==> config.mk <==
export PLATFORM = sky130hd
export DESIGN_NAME = mem_access_unit_flat
export DESIGN_NICKNAME = d
export VERILOG_FILES = /design/src/rtl/mem_access_unit_if.sv /design/src/rtl/mem_access_unit.sv /design/src/flat_wrapper.sv
export SDC_FILE = /design/constraint.sdc
export NUM_CORES = 1
export LEC_CHECK = 0
export CORE_MARGIN = 3
export CORE_UTILIZATION = 47
export CTS_CLUSTER_SIZE = 28
export DETAILED_ROUTE_END_ITERATION = 8
export HOLD_SLACK_MARGIN = 0.05
export MAX_ROUTING_LAYER = met4
export PLACE_DENSITY = 0.91
export SYNTH_ARGS = -nofsm -noshare
export SYNTH_HDL_FRONTEND = slang
export SYNTH_SLANG_ARGS = --single-unit
==> constraint.sdc <==
create_clock -name CLK -period 5.21 [get_ports CLK]
set_clock_uncertainty 0.1 [all_clocks]
set_input_delay 0.521 -clock CLK [delete_from_list [all_inputs] [get_ports CLK]]
set_output_delay 0.521 -clock CLK [all_outputs]
set_load 0.02 [all_outputs]
==> src/rtl/mem_access_unit_if.sv <==
// Bus bundle of the MEM-stage load/store unit: EX/MEM-side request, data-memory
// handshake and status. The unit connects through the slave modport.
interface mem_access_unit_if;
  logic        IN_MEM_READ;
  logic        IN_MEM_WRITE;
  logic [2:0]  IN_FUNCT3;
  logic [31:0] IN_ADDRESS;
  logic [31:0] IN_WRITE_DATA;
  logic [31:0] OUT_READ_DATA;
  logic        BUSYWAIT;
  logic        DMEM_READ;
  logic        DMEM_WRITE;
  logic [31:0] DMEM_ADDRESS;
  logic [31:0] DMEM_WRITE_DATA;
  logic [3:0]  DMEM_BYTE_EN;
  logic [31:0] DMEM_READ_DATA;
  logic        DMEM_BUSYWAIT;
  logic        OUT_TIMEOUT;
  logic        OUT_MISALIGNED;
  logic [1:0]  dbg_state;

  modport slave (
    input  IN_MEM_READ, IN_MEM_WRITE, IN_FUNCT3, IN_ADDRESS, IN_WRITE_DATA,
    input  DMEM_READ_DATA, DMEM_BUSYWAIT,
    output OUT_READ_DATA, BUSYWAIT, DMEM_READ, DMEM_WRITE, DMEM_ADDRESS,
    output DMEM_WRITE_DATA, DMEM_BYTE_EN, OUT_TIMEOUT, OUT_MISALIGNED, dbg_state
  );

  modport master (
    output IN_MEM_READ, IN_MEM_WRITE, IN_FUNCT3, IN_ADDRESS, IN_WRITE_DATA,
    output DMEM_READ_DATA, DMEM_BUSYWAIT,
    input  OUT_READ_DATA, BUSYWAIT, DMEM_READ, DMEM_WRITE, DMEM_ADDRESS,
    input  DMEM_WRITE_DATA, DMEM_BYTE_EN, OUT_TIMEOUT, OUT_MISALIGNED, dbg_state
  );
endinterface

==> src/rtl/mem_access_unit.sv <==
// MEM-stage load/store unit: IDLE/ACCESS/DONE handshake with data memory, lane
// steering and load extension. Optional macro MISALIGN_TRAP_EN traps misaligned H/W accesses.
//
// Handshake: BUSYWAIT=1 stalls the pipeline (asserted combinationally in IDLE when a
// request is present, and throughout ACCESS); memory completes an access at the first
// ACCESS-cycle posedge with DMEM_BUSYWAIT=0; DONE is a single non-stalling cycle.
module mem_access_unit #(
  parameter int unsigned TIMEOUT_CYCLES = 63
) (
  input  logic              CLK,
  input  logic              RESET,
  mem_access_unit_if.slave  bus
);
  localparam logic [1:0] S_IDLE   = 2'd0;
  localparam logic [1:0] S_ACCESS = 2'd1;
  localparam logic [1:0] S_DONE   = 2'd2;
  localparam logic [7:0] CNT_LAST = 8'(TIMEOUT_CYCLES - 1);

  logic [1:0]  state_q, state_d;
  logic [7:0]  cnt_q, cnt_d;
  logic        dmem_read_q, dmem_read_d;
  logic        dmem_write_q, dmem_write_d;
  logic [31:0] dmem_address_q, dmem_address_d;
  logic [31:0] dmem_write_data_q, dmem_write_data_d;
  logic [3:0]  dmem_byte_en_q, dmem_byte_en_d;
  logic [31:0] read_data_q, read_data_d;
  logic        timeout_q, timeout_d;
  logic [2:0]  funct3_q, funct3_d;
  logic [1:0]  lane_q, lane_d;

  logic        req;
  logic        mis_trap;
  logic [31:0] store_data;
  logic [3:0]  store_be;

  assign req = bus.IN_MEM_READ | bus.IN_MEM_WRITE;

  // funct3[1:0]: 00 byte, 01 half, anything else (incl. undefined codes) word.
  function automatic logic [31:0] load_ext(input logic [31:0] word, input logic [2:0] f3,
                                           input logic [1:0] lane);
    logic [7:0]  b;
    logic [15:0] h;
    b = word[8*lane +: 8];
    h = lane[1] ? word[31:16] : word[15:0];
    case (f3[1:0])
      2'b00:   load_ext = f3[2] ? {24'd0, b} : {{24{b[7]}}, b};
      2'b01:   load_ext = f3[2] ? {16'd0, h} : {{16{h[15]}}, h};
      default: load_ext = word;
    endcase
  endfunction

  always_comb begin
    case (bus.IN_FUNCT3[1:0])
      2'b00: begin
        store_data = {4{bus.IN_WRITE_DATA[7:0]}};
        store_be   = 4'b0001 << bus.IN_ADDRESS[1:0];
      end
      2'b01: begin
        store_data = {2{bus.IN_WRITE_DATA[15:0]}};
        store_be   = bus.IN_ADDRESS[1] ? 4'b1100 : 4'b0011;
      end
      default: begin
        store_data = bus.IN_WRITE_DATA;
        store_be   = 4'b1111;
      end
    endcase
  end

`ifdef MISALIGN_TRAP_EN
  logic misaligned_q, misaligned_d;
  always_comb begin
    case (bus.IN_FUNCT3[1:0])
      2'b00:   mis_trap = 1'b0;
      2'b01:   mis_trap = bus.IN_ADDRESS[0];
      default: mis_trap = |bus.IN_ADDRESS[1:0];
    endcase
  end
`else
  assign mis_trap = 1'b0;
`endif

  always_comb begin
    state_d           = state_q;
    cnt_d             = cnt_q;
    dmem_read_d       = dmem_read_q;
    dmem_write_d      = dmem_write_q;
    dmem_address_d    = dmem_address_q;
    dmem_write_data_d = dmem_write_data_q;
    dmem_byte_en_d    = dmem_byte_en_q;
    read_data_d       = read_data_q;
    timeout_d         = timeout_q;
    funct3_d          = funct3_q;
    lane_d            = lane_q;
`ifdef MISALIGN_TRAP_EN
    misaligned_d      = 1'b0;
`endif
    case (state_q)
      S_IDLE: begin
        if (req) begin
          funct3_d = bus.IN_FUNCT3;
          lane_d   = bus.IN_ADDRESS[1:0];
          cnt_d    = 8'd0;
          if (mis_trap) begin
            // Trapped access skips memory entirely; loads see zero.
            state_d = S_DONE;
            if (!bus.IN_MEM_WRITE) read_data_d = 32'd0;
`ifdef MISALIGN_TRAP_EN
            misaligned_d = 1'b1;
`endif
          end else begin
            state_d           = S_ACCESS;
            dmem_address_d    = {bus.IN_ADDRESS[31:2], 2'b00};
            dmem_read_d       = ~bus.IN_MEM_WRITE;
            dmem_write_d      = bus.IN_MEM_WRITE;
            dmem_write_data_d = bus.IN_MEM_WRITE ? store_data : 32'd0;
            dmem_byte_en_d    = bus.IN_MEM_WRITE ? store_be : 4'b0000;
          end
        end
      end
      S_ACCESS: begin
        cnt_d = cnt_q + 8'd1;
        if (!bus.DMEM_BUSYWAIT) begin
          state_d      = S_DONE;
          dmem_read_d  = 1'b0;
          dmem_write_d = 1'b0;
          if (dmem_read_q) read_data_d = load_ext(bus.DMEM_READ_DATA, funct3_q, lane_q);
        end else if (cnt_q == CNT_LAST) begin
          state_d      = S_DONE;
          dmem_read_d  = 1'b0;
          dmem_write_d = 1'b0;
          timeout_d    = 1'b1;
          if (dmem_read_q) read_data_d = 32'd0;
        end
      end
      S_DONE:  state_d = S_IDLE;
      default: state_d = S_IDLE;
    endcase
  end

  always_ff @(posedge CLK or posedge RESET) begin
    if (RESET) begin
      state_q           <= S_IDLE;
      cnt_q             <= 8'd0;
      dmem_read_q       <= 1'b0;
      dmem_write_q      <= 1'b0;
      dmem_address_q    <= 32'd0;
      dmem_write_data_q <= 32'd0;
      dmem_byte_en_q    <= 4'b0000;
      read_data_q       <= 32'd0;
      timeout_q         <= 1'b0;
      funct3_q          <= 3'd0;
      lane_q            <= 2'd0;
`ifdef MISALIGN_TRAP_EN
      misaligned_q      <= 1'b0;
`endif
    end else begin
      state_q           <= state_d;
      cnt_q             <= cnt_d;
      dmem_read_q       <= dmem_read_d;
      dmem_write_q      <= dmem_write_d;
      dmem_address_q    <= dmem_address_d;
      dmem_write_data_q <= dmem_write_data_d;
      dmem_byte_en_q    <= dmem_byte_en_d;
      read_data_q       <= read_data_d;
      timeout_q         <= timeout_d;
      funct3_q          <= funct3_d;
      lane_q            <= lane_d;
`ifdef MISALIGN_TRAP_EN
      misaligned_q      <= misaligned_d;
`endif
    end
  end

`ifdef MISALIGN_TRAP_EN
  assign bus.OUT_MISALIGNED = misaligned_q;
`else
  assign bus.OUT_MISALIGNED = 1'b0;
`endif

  assign bus.BUSYWAIT        = ~RESET & (((state_q == S_IDLE) & req) | (state_q == S_ACCESS));
  assign bus.OUT_READ_DATA   = read_data_q;
  assign bus.DMEM_READ       = dmem_read_q;
  assign bus.DMEM_WRITE      = dmem_write_q;
  assign bus.DMEM_ADDRESS    = dmem_address_q;
  assign bus.DMEM_WRITE_DATA = dmem_write_data_q;
  assign bus.DMEM_BYTE_EN    = dmem_byte_en_q;
  assign bus.OUT_TIMEOUT     = timeout_q;
  assign bus.dbg_state       = state_q;
endmodule

==> src/flat_wrapper.sv <==
// flat-port wrapper written by rule: the top's interface ports become plain ports
module mem_access_unit_flat 
#(
  parameter int unsigned TIMEOUT_CYCLES = 63
)
  (CLK, RESET, bus_IN_MEM_READ, bus_IN_MEM_WRITE, bus_IN_FUNCT3, bus_IN_ADDRESS, bus_IN_WRITE_DATA, bus_DMEM_READ_DATA, bus_DMEM_BUSYWAIT, bus_OUT_READ_DATA, bus_BUSYWAIT, bus_DMEM_READ, bus_DMEM_WRITE, bus_DMEM_ADDRESS, bus_DMEM_WRITE_DATA, bus_DMEM_BYTE_EN, bus_OUT_TIMEOUT, bus_OUT_MISALIGNED, bus_dbg_state);
  mem_access_unit_if bus_i ();
  input  logic CLK;
  input  logic RESET;
  input wire logic [$bits(bus_i.IN_MEM_READ)-1:0] bus_IN_MEM_READ;
  input wire logic [$bits(bus_i.IN_MEM_WRITE)-1:0] bus_IN_MEM_WRITE;
  input wire logic [$bits(bus_i.IN_FUNCT3)-1:0] bus_IN_FUNCT3;
  input wire logic [$bits(bus_i.IN_ADDRESS)-1:0] bus_IN_ADDRESS;
  input wire logic [$bits(bus_i.IN_WRITE_DATA)-1:0] bus_IN_WRITE_DATA;
  input wire logic [$bits(bus_i.DMEM_READ_DATA)-1:0] bus_DMEM_READ_DATA;
  input wire logic [$bits(bus_i.DMEM_BUSYWAIT)-1:0] bus_DMEM_BUSYWAIT;
  output wire logic [$bits(bus_i.OUT_READ_DATA)-1:0] bus_OUT_READ_DATA;
  output wire logic [$bits(bus_i.BUSYWAIT)-1:0] bus_BUSYWAIT;
  output wire logic [$bits(bus_i.DMEM_READ)-1:0] bus_DMEM_READ;
  output wire logic [$bits(bus_i.DMEM_WRITE)-1:0] bus_DMEM_WRITE;
  output wire logic [$bits(bus_i.DMEM_ADDRESS)-1:0] bus_DMEM_ADDRESS;
  output wire logic [$bits(bus_i.DMEM_WRITE_DATA)-1:0] bus_DMEM_WRITE_DATA;
  output wire logic [$bits(bus_i.DMEM_BYTE_EN)-1:0] bus_DMEM_BYTE_EN;
  output wire logic [$bits(bus_i.OUT_TIMEOUT)-1:0] bus_OUT_TIMEOUT;
  output wire logic [$bits(bus_i.OUT_MISALIGNED)-1:0] bus_OUT_MISALIGNED;
  output wire logic [$bits(bus_i.dbg_state)-1:0] bus_dbg_state;
  assign bus_i.IN_MEM_READ = bus_IN_MEM_READ;
  assign bus_i.IN_MEM_WRITE = bus_IN_MEM_WRITE;
  assign bus_i.IN_FUNCT3 = bus_IN_FUNCT3;
  assign bus_i.IN_ADDRESS = bus_IN_ADDRESS;
  assign bus_i.IN_WRITE_DATA = bus_IN_WRITE_DATA;
  assign bus_i.DMEM_READ_DATA = bus_DMEM_READ_DATA;
  assign bus_i.DMEM_BUSYWAIT = bus_DMEM_BUSYWAIT;
  assign bus_OUT_READ_DATA = bus_i.OUT_READ_DATA;
  assign bus_BUSYWAIT = bus_i.BUSYWAIT;
  assign bus_DMEM_READ = bus_i.DMEM_READ;
  assign bus_DMEM_WRITE = bus_i.DMEM_WRITE;
  assign bus_DMEM_ADDRESS = bus_i.DMEM_ADDRESS;
  assign bus_DMEM_WRITE_DATA = bus_i.DMEM_WRITE_DATA;
  assign bus_DMEM_BYTE_EN = bus_i.DMEM_BYTE_EN;
  assign bus_OUT_TIMEOUT = bus_i.OUT_TIMEOUT;
  assign bus_OUT_MISALIGNED = bus_i.OUT_MISALIGNED;
  assign bus_dbg_state = bus_i.dbg_state;
  mem_access_unit #(.TIMEOUT_CYCLES(TIMEOUT_CYCLES)) u_core (.CLK(CLK), .RESET(RESET), .bus(bus_i));
endmodule
# Yosys cells after proc, flatten, opt, wreduce, memory -nomap -nowiden

Cells that the tools add are included.

Flip-flop bits (word level): 116
Latch bits: 0
RAM bits: 0
ROM bits: 0
Logic and storage cells: 64
Memories kept: 0

Add/sub/neg operators: 1
Multipliers: 0
Div/mod/pow operators: 0
Order comparisons: 0
Equality and inequality tests: 8
Shift operators: 2
Mux-type cells: 25
Bitwise logic cells: 6
Reductions and logical operators: 11

Operator list:

| operator            | number |
|---|---|
| $mux 32             | 7 |
| $pmux 32 s2         | 2 |
| $shiftx 32x6->8     | 1 |
| $mux 16             | 1 |
| $pmux 8 s2          | 1 |
| $add 8x1->8 const B | 1 |
| $eq 8x6->1 const B  | 1 |
| $mux 4              | 2 |
| $mux 8              | 1 |
| $pmux 4 s2          | 1 |
| $eq 2x1->1 const B  | 3 |
| $logic_not 2->1     | 3 |
| $mux 2              | 3 |
| $ne 2x1->1 const B  | 3 |
| $reduce_and 2->1    | 3 |
| $reduce_and 3->1    | 2 |
| $mux 1              | 4 |
| $pmux 1 s2          | 2 |
| $pmux 2 s2          | 1 |
| $reduce_and 4->1    | 1 |
| $reduce_bool 2->1   | 2 |
| $shl 1x2->4 const A | 1 |
| $ne 3x2->1 const B  | 1 |
| $and 1x1->1         | 2 |
| other kinds (2)     | 4 |

# Logic depth before layout (Yosys ltp)

Depth in word-level cells: 5
Mapped depth: 7

# Worst setup path before layout

No wires, ideal clock.

Path type: register to register
Start: reg u_core.cnt_q[0]
End: reg u_core.read_data_q[16], in the netlist u_core.bus.OUT_READ_DATA[16]
Library setup time: 0.126 ns
Data arrival time: 1.699 ns
Slack: 3.285 ns
Cell stages (with the launch flop): 8
Buffers on the path: 1
Period minus slack after synthesis: 1.925 ns
Cells stage by stage: dfrtp_1 -> inv_1 -> ha_1 -> nand2_1 -> o41ai_4 -> nand3_1 -> clkbuf_1 -> a221o_1

Longest elaborated chain between the ends: 3
Elaborated cells between the ends (all ways): 4

RTL lines:

| item                         | line                   | RTL |
|---|---|---|
| start, declared              | mem_access_unit.sv:20  | `logic [7:0] cnt_q, cnt_d;` |
| start signal, assigned       | mem_access_unit.sv:158 | `cnt_q <= cnt_d;` |
| $eq 8x6->1 *                 | mem_access_unit.sv:127 | `end else if (cnt_q == CNT_LAST) begin` |
| $ne 2x1->1 (no line)         | -                      |  |
| $reduce_and 4->1 (no line) * | -                      |  |
| end signal, assigned         | mem_access_unit.sv:164 | `read_data_q <= read_data_d;` |
| end, declared                | mem_access_unit.sv:26  | `logic [31:0] read_data_q, read_data_d;` |

Mark *: on every way between the ends. The rest lies on a longest branch, timed or not.
A chain may end at the register's enable or synchronous reset.

# Final worst setup path

Same ends and word-level chain as after synthesis.

==> results.sh <==
export IMPL_grt_pass1_wl_um=24800
export IMPL_slew_headroom_pct=19.2
export IMPL_antenna_found_initial=0
export IMPL_synthTopCellsByArea="dfrtp_1, mux2_2, o21ai_0"
export IMPL_cts_setup_buffers=0
export IMPL_r2r_slack_ps=2250
export IMPL_clk_pin_slew_ps=50
export IMPL_first_global_vias=4821
export IMPL_max_freq_ghz=0.338
export IMPL_criticalPathCategory="register to register"
export IMPL_vdd_drop_max_mv=0.359
export IMPL_synth_top_area_share_pct=54.9
export IMPL_vias=4552
export IMPL_cts_inserted_buffers=17
export IMPL_min_period_ps=2960
export IMPL_wl_per_cell_um=19.3
export IMPL_layout_nets=761
export IMPL_netlist_area_sq_um=5290
export IMPL_clockRootBuffer="clkbuf_16"
export IMPL_drive_gt1_share_pct=12.3
export IMPL_clockBufferDepth=2
export IMPL_status="finished clean"
export IMPL_worst_setup_path_end_kind="register"
export IMPL_h_tree_depth=4
export IMPL_drt_pass1_iter_count=5
export IMPL_p_leak_nw=3.41
export IMPL_io_pins=211
export IMPL_worstHoldEndpoint="u_core.bus.DMEM_BYTE_EN[1]"
export IMPL_tns_ps=0
export IMPL_totalWireLength_um=15600
export IMPL_final_area_sq_um=7960
export IMPL_clock_sinks=116
export IMPL_ys_ff_latch=116
export IMPL_reg2regPathDepth=6
export IMPL_p_per_area_nw_per_um2=638
export IMPL_synth_largest_area_cell="dfrtp_1"
export IMPL_drc_errors=0
export IMPL_comb_power_share_pct=46.2
export IMPL_critical_path_max_fanout=32
export IMPL_placed_cell_area_sq_um=7420
export IMPL_worst_slew_pin_slew_ps=1210
export IMPL_switchingPower_mw=1.90
export IMPL_slew_viol_final=0
export IMPL_hold_class="register to register"
export IMPL_final_cell_mix="clkdlybuf4s50_1, dfrtp_1, o21ai_0, mux2_2, nand2_1"
export IMPL_placed_cells=776
export IMPL_avgSynthCellArea_sq_um=11.6
export IMPL_antenna_cells=0
export IMPL_arrival_ps=3130
export IMPL_syn2layout_area_growth_pct=50.5
export IMPL_port_buffers=207
export IMPL_overflow=0
export IMPL_drv_cap=0
export IMPL_dieWidth_um=112
export IMPL_drtIter0Drc=332
export IMPL_gr_usage_all_layers_pct=25.5
export IMPL_pwr_share_seq_pct=32.7
export IMPL_netSwitchingFraction_pct=37.4
export IMPL_clock_latency_ps=400
export IMPL_dieHeight_um=112
export IMPL_final_common_cell="clkdlybuf4s50_1"
export IMPL_floorplan_initialDensity_pct=48.4
export IMPL_required_ps=5380
export IMPL_holdWs_ps=372
export IMPL_seq_area_frac_synth_pct=54.9
export IMPL_start_kind="register"
export IMPL_power_mw=5.08
export IMPL_rows=38
export IMPL_crit_start="u_core.cnt_q[0]"
export IMPL_viasPerCell=5.65
export IMPL_rsz0062_at_grt="no"
export IMPL_hpwl_um=11200
export IMPL_reg2reg_to="u_core.bus.OUT_READ_DATA[16]"
export IMPL_coreArea_sq_um=10900
export IMPL_min_delay_start="u_core.bus.DMEM_BYTE_EN[1]"
export IMPL_yosysUniqueCellTypes=43
export IMPL_ys_warn_count=0
export IMPL_final_cells=806
export IMPL_p_int_mw=3.19
export IMPL_syn_inst=458
export IMPL_ctsResizeCount=0
export IMPL_pwr_share_clk_pct=21.0
export IMPL_cts_tree="built"
export IMPL_fin_crit_sh_pct=56.8
export IMPL_grt_max_degree=82
export IMPL_dieArea_sq_um=12600
export IMPL_hold_viol=0
export IMPL_rr_startpoint="u_core.cnt_q[0]"
export IMPL_hold_buffers=0
export IMPL_detail_route_antenna_nets=0
export IMPL_whs_path_depth=2
export IMPL_place_congestion=0.886
export IMPL_setup_viol=0
## power groups by stage
stage               registers (mW)  logic [mW]  clock network (mW)
global placement              1.63        2.27                   0
floorplan                     2.02       0.868                   0
global route                  1.72        2.49                1.12
finish                        1.66        2.35                1.07
detailed placement            1.66        2.34                   0
CTS                           1.66        2.37                1.08
## routing by layer
| layer | wire, um | GRT usage, % |
|---|---|---|
| met3 | 975 | 6.15 |
| met2 | 8220 | 44.3 |
| met5 | 0 | - |
| met1 | 6010 | 28.6 |
| met4 | 344 | 9.46 |
## area by class of cell
type,count,area [sq um]
clock inverter,5,50.0
fill,760,2970
tap,140,175
clock buffer,25,495
timing repair buffer,210,2090
multi-input combinational,296,2190
inverter,14,55.1
sequential,116,2900
## critical path, cell delays in order, from the launching register on
cell,delay (ps)
dfrtp_1,410
inv_1,90
ha_1,170
nand2_1,110
o41ai_4,450
nand3_1,910
a221o_1,600
## metrics by stage
step / setup slack (ps) / utilization, %
finish: 2250 / 72.8
global route: 2040 / 72.8
CTS: 2260 / 72.8
detailed placement: 2150 / 67.8
global placement: 2240 / 67.8
floorplan: 1520 / -
## sequential cells by signal, summed over array words and instances, names as in the netlist
signal,flops
u_core.lane_q,2
u_core.bus.DMEM_BYTE_EN,4
u_core.funct3_q,3
u_core.bus.DMEM_ADDRESS,30
u_core.bus.DMEM_READ,1
u_core.bus.OUT_TIMEOUT,1
u_core.bus.OUT_READ_DATA,32
u_core.bus.dbg_state,2
u_core.bus.DMEM_WRITE_DATA,32
u_core.cnt_q,8
u_core.bus.DMEM_WRITE,1
## worst max path at each step
stage	end	cells past startpoint
global placement	u_core.bus.DMEM_ADDRESS[18]	4
floorplan	u_core.bus.DMEM_ADDRESS[10]	1
global route	u_core.bus.OUT_READ_DATA[16]	6
detailed placement	u_core.bus.DMEM_ADDRESS[20]	4
finish	u_core.bus.OUT_READ_DATA[16]	6
CTS	bus_BUSYWAIT	4
## synthesized netlist by cell type, drive strengths merged
cell and number:
a2111oi 1, a21o 1, a21oi 19, a221o 16, a22o 16, a22oi 1
a31o 1, a31oi 3, and2 2, and3 1, and3b 1, buf 11
clkbuf 23, clkinv 1, conb 1, dfrtp 116, ha 2, inv 13
mux2 44, mux2i 24, nand2 43, nand2b 2, nand3 6, nand3b 1
nand4 2, nor2 9, nor2b 19, nor3 2, nor3b 1, o211ai 1
o21ai 50, o221ai 7, o2bb2ai 7, o31a 1, o31ai 1, o32ai 7
o41ai 1, or3b 1
## cells by family (layout without fill, tap and decap cells)
kind of cell | Yosys count | in the layout | share of synthesized area (%)
compound gates | 133 | 133 | 18.2
buf+inv | 48 | 254 | 4.07
mux | 68 | 68 | 14.0
flops | 116 | 116 | 54.9
other cells | 1 | 3 | 0.0709
simple gates | 90 | 90 | 8.30
fa+ha+maj | 2 | 2 | 0.473
(Power assumes the default switching activity.)
